**src/rtl/instr_dispatch.sv**
```systemverilog
// Group dispatch FIFO between issue and instr_commit: buffers IW-wide instruction
// groups and hands the head group to the ROB. Optional same-cycle bypass: DISPATCH_BYPASS_EN.
`ifndef ISSUE_WIDTH
`define ISSUE_WIDTH 2
`endif

package dispatch_pkg;
  typedef logic [3:0] rob_idx_t;

  typedef struct packed {
    logic        valid;
    logic [15:0] opcode;
    rob_idx_t    rob_idx;
  } issued_instr_t;
endpackage

module instr_dispatch
  import dispatch_pkg::*;
#(
  parameter int DEPTH = 4,
  parameter int IW    = `ISSUE_WIDTH
) (
  input  logic                      i_clk,
  input  logic                      i_rst,
  input  logic                      i_flush,
  input  logic                      i_valid,
  input  issued_instr_t [IW-1:0]    i_instrs,
  output logic                      o_ready,
  input  logic                      i_rob_avail,
  input  rob_idx_t [IW-1:0]         i_rob_idx,
  output logic                      o_enqueue,
  output issued_instr_t [IW-1:0]    o_instrs,
  output logic [$clog2(DEPTH):0]    o_count
);

  localparam int PW = $clog2(DEPTH);
  localparam int CW = PW + 1;

  logic [PW-1:0] wr_ptr;
  logic [PW-1:0] rd_ptr;
  logic [CW-1:0] count;

  issued_instr_t [IW-1:0] mem [DEPTH];
  issued_instr_t [IW-1:0] head;

  logic empty;
  logic bypass;
  logic head_valid;
  logic push;
  logic pop;

  always_comb begin
    empty = (count == '0);
`ifdef DISPATCH_BYPASS_EN
    // An empty FIFO with a ready ROB hands the incoming group straight through.
    bypass = empty & i_valid & i_rob_avail & ~i_flush;
`else
    bypass = 1'b0;
`endif
    // Ready looks only at registered occupancy, so a pop cannot free a slot early.
    o_ready    = (count < CW'(DEPTH)) & ~i_flush;
    push       = i_valid & o_ready & ~bypass;
    head_valid = ~empty | bypass;
    o_enqueue  = head_valid & i_rob_avail & ~i_flush;
    pop        = o_enqueue & ~bypass;
    head       = bypass ? i_instrs : mem[rd_ptr];
    o_instrs   = head;
    for (int k = 0; k < IW; k++) begin
      o_instrs[k].rob_idx = i_rob_idx[k];
    end
  end

  always_ff @(posedge i_clk or posedge i_rst) begin
    if (i_rst) begin
      wr_ptr <= '0;
      rd_ptr <= '0;
      count  <= '0;
    end else if (i_flush) begin
      wr_ptr <= '0;
      rd_ptr <= '0;
      count  <= '0;
    end else begin
      if (push) wr_ptr <= wr_ptr + 1'b1;
      if (pop)  rd_ptr <= rd_ptr + 1'b1;
      count <= count + CW'(push) - CW'(pop);
    end
  end

  // Payload storage is never reset; occupancy alone decides what is live.
  always_ff @(posedge i_clk) begin
    if (push) mem[wr_ptr] <= i_instrs;
  end

  assign o_count = count;

endmodule

```
**config.mk**
```make
export PLATFORM = sky130hd
export DESIGN_NAME = instr_dispatch
export DESIGN_NICKNAME = d
export VERILOG_FILES = /design/src/rtl/instr_dispatch.sv
export SDC_FILE = /design/constraint.sdc
export NUM_CORES = 1
export LEC_CHECK = 0
export ABC_AREA = 1
export CAP_MARGIN = 20
export CORE_ASPECT_RATIO = 1.25
export CORE_UTILIZATION = 47
export CTS_CLUSTER_SIZE = 28
export DETAILED_ROUTE_END_ITERATION = 8
export PLACE_DENSITY = 0.81
export SETUP_SLACK_MARGIN = 0.02
export SYNTH_ARGS = -nofsm -noshare
export SYNTH_HDL_FRONTEND = slang
export SYNTH_SLANG_ARGS = --single-unit
export TNS_END_PERCENT = 20
```
**constraint.sdc**
```tcl
create_clock -name i_clk -period 2.3 [get_ports i_clk]
set_clock_uncertainty 0.05 [all_clocks]
set_input_delay 0.23 -clock i_clk [delete_from_list [all_inputs] [get_ports i_clk]]
set_output_delay 0.23 -clock i_clk [all_outputs]
set_load 0.005 [all_outputs]
```
==> flow_metrics.env <==
export IMPL_synth_ff_type="edfxtp_1"
export IMPL_cts_tree="done"
export IMPL_rows=44
export IMPL_overflow=0
export IMPL_clk_latency_ns=0.40
export IMPL_syn_instance_count=397
export IMPL_drive_gt1_share_pct=11.6
export IMPL_cts_sinks=143
export IMPL_async_flop_share_pct=4.90
export IMPL_numCtsBuffers=17
export IMPL_final_hold_viol_count=0
export IMPL_portBuffers=77
export IMPL_routed_wl_mm=11.1
export IMPL_diodes=0
export IMPL_reg2reg_depth=11
export IMPL_syn_num_nets=459
export IMPL_hold_depth=1
export IMPL_worstSetupPathType="flop to primary output"
export IMPL_reg2reg_from="o_count[1]"
export IMPL_clockRootBuffer="clkbuf_16"
export IMPL_tightest_slew_ns=0.297
export IMPL_cts_reportedPaths_clkPinSlew_ns=0.06
export IMPL_comb_power_share_pct=26.4
export IMPL_leakage_uw=0.00269
export IMPL_die_w_um=99.9
export IMPL_ios=102
export IMPL_final_area_um2=7210
export IMPL_grtUsageTotal_pct=18.5
export IMPL_min_from="i_instrs[7]"
export IMPL_p_int_uw=5590
export IMPL_globalplace_congestion=0.779
export IMPL_violations="setup timing"
export IMPL_met2_usage_pct=30.5
export IMPL_status="complete, but fails checks"
export IMPL_seq_power_share_pct=41.1
export IMPL_ys_ff_latch=143
export IMPL_r2r_slack_ns=0.22
export IMPL_p_per_area_nw_per_um2=1060
export IMPL_holdCritPathClass="primary input to flop"
export IMPL_worstPathRequired_ns=2.02
export IMPL_stdcell_count=654
export IMPL_final_setup_viol_count=1
export IMPL_grt_first_pass_wirelength_mm=17.1
export IMPL_min_to="mem[3][7]"
export IMPL_ys_warn_count=0
export IMPL_slew_violations=0
export IMPL_synth_cell_types=23
export IMPL_fin_nets=542
export IMPL_postRouteAntennaNets=0
export IMPL_fmax_mhz=432
export IMPL_area_growth_pct=28.0
export IMPL_utilization_pct=61.8
export IMPL_clock_tree_buffer_depth=2
export IMPL_dp_hpwl_mm=6.47
export IMPL_vias=3447
export IMPL_drc_errors=0
export IMPL_yosys_top_cells_area="edfxtp_1, nor2_1, o22ai_1, o21ai_1, dfrtp_1"
export IMPL_mostFrequentLayoutCells="edfxtp_1, nor2_1, clkdlybuf4s50_1"
export IMPL_crit_arrival_ns=2.03
export IMPL_die_h_um=124
export IMPL_grt_use_met3_pct=5.05
export IMPL_die_area_um2=12400
export IMPL_worstSetupStartpointType="flop"
export IMPL_p_switching_uw=2090
export IMPL_met1_usage_pct=22.7
export IMPL_fin_crit_sh_pct=101
export IMPL_place_area_um2=6490
export IMPL_switching_share_pct=27.2
export IMPL_drt_first_iter_violations=197
export IMPL_antenna_found_initial=0
export IMPL_period_minus_slack_ns=2.31
export IMPL_yosys_area_top_type="edfxtp_1"
export IMPL_rr_endpoint="o_count[2]"
export IMPL_mostFrequentLayoutCell="edfxtp_1"
export IMPL_ir_drop_uv=560
export IMPL_synth_edf_count=136
export IMPL_clockPowerShare_pct=32.5
export IMPL_busiest_layer="met2"
export IMPL_ys_seq_area_share_pct=75.6
export IMPL_syn_cell_area_um2=5630
export IMPL_grt_max_degree=71
export IMPL_synth_top_area_share_pct=72.5
export IMPL_core_um2=11700
export IMPL_place_inst=620
export IMPL_vias_per_cell=5.27
export IMPL_cap_violations=0
export IMPL_start_util_pct=48.3
export IMPL_grt_pass1_vias=3405
export IMPL_syn_area_per_cell_um2=14.2
export IMPL_htree_levels=4
export IMPL_cp_max_fo=26
export IMPL_drt_pre_antenna_iters=4
export IMPL_rsz0062_at_grt="yes"
export IMPL_slew_headroom_pct=80.2
export IMPL_layout_setup_ws_ns=-0.0132
export IMPL_wire_per_inst_um=17.0
export IMPL_end_kind="primary output"
==> metal layers <==
| layer | routed length [um] | part of all wire, % |
|---|---|---|
| met2 | 5770 | 52 |
| met5 | 0 | 0 |
| met3 | 526 | 4.7 |
| met4 | 101 | 0.91 |
| met1 | 4740 | 43 |
==> cells in the mapped netlist, types with 2 or more instances <==
master	n
ha_1	6
o21ai_0	28
nand2_1	12
o21ai_1	40
buf_6	12
nor2_1	78
dfrtp_1	7
edfxtp_1	136
a21oi_1	2
buf_2	6
buf_4	9
clkbuf_4	2
nand4_1	2
o22ai_1	34
nand3_1	4
inv_1	12
==> power by group through the flow <==
stage	registers [uW]	clock network (uW)	logic, uW
2_1_floorplan	3150	0	1150
3_3_place_gp	3160	0	1920
3_5_place_dp	3170	0	1980
4_1_cts	3130	2530	2030
5_1_grt	3170	2640	2230
6_report	3160	2490	2030
==> layout make-up <==
class,count,area (um2)
timing repair buffer,94,1020
fill,876,4460
tap,161,201
clock buffer,23,448
clock inverter,9,92.6
sequential,143,4260
multi-input combinational,210,1110
inverter,14,83.8
==> how the worst max path moves through the flow <==
stage	to	slack (ns)	from
finish	o_instrs[8]	-0.01	rd_ptr[0]
global route	o_instrs[26]	-0.11	rd_ptr[0]
CTS	o_instrs[14]	-0.06	rd_ptr[0]
detailed placement	o_count[2]	0.001	i_flush
global placement	o_count[2]	0.1	i_flush
floorplan	mem[0][10]	-0.37	o_count[2]
==> critical path, cell delays in order (launching register included) <==
cell,delay [ns]
dfrtp_4,0.57
buf_12,0.20
o21ai_0,0.11
o22ai_1,0.19
clkdlybuf4s50_1,0.53
==> state kept, by name, indices dropped and copies added, names as in the netlist <==
name	flops
mem	136
o_count	3
rd_ptr	2
wr_ptr	2
==> stage by stage <==
stage / worst slack (ns) / total power [uW] / setup TNS, ns / hold WS (ns)
2_1_floorplan: -0.372 / 4300 / -50.58 / -0.0166
3_3_place_gp: 0.0998 / 5080 / 0 / 0.410
3_5_place_dp: 0.00129 / 5150 / 0 / 0.410
4_1_cts: -0.0571 / 7690 / -0.321 / 0.391
5_1_grt: -0.110 / 8050 / -0.640 / 0.399
6_report: -0.0132 / 7680 / -0.0132 / 0.410
==> kinds of logic (layout without fill, tap and decap cells) <==
| kind of cell | after synthesis | in the layout | share of synthesized area [%] |
|---|---|---|---|
| AOI/OAI and AO/OA | 105 | 105 | 10.1 |
| adders and majority gates | 7 | 7 | 1.69 |
| buffers and inverters | 44 | 140 | 5.77 |
| DFF | 143 | 143 | 75.6 |
| and+or+nand+nor | 98 | 98 | 6.80 |
==> repair_timing <==
action                                 CTS  global route
endpoints found under the hold margin    7             0
resized for setup                        6            40
gates cloned                             0             1
pin swaps                                0             1
setup endpoints to repair               33            35
hold buffers                             1             0
buffers inserted                         0             0
Note: power is estimated with default switching activity, not from simulation.
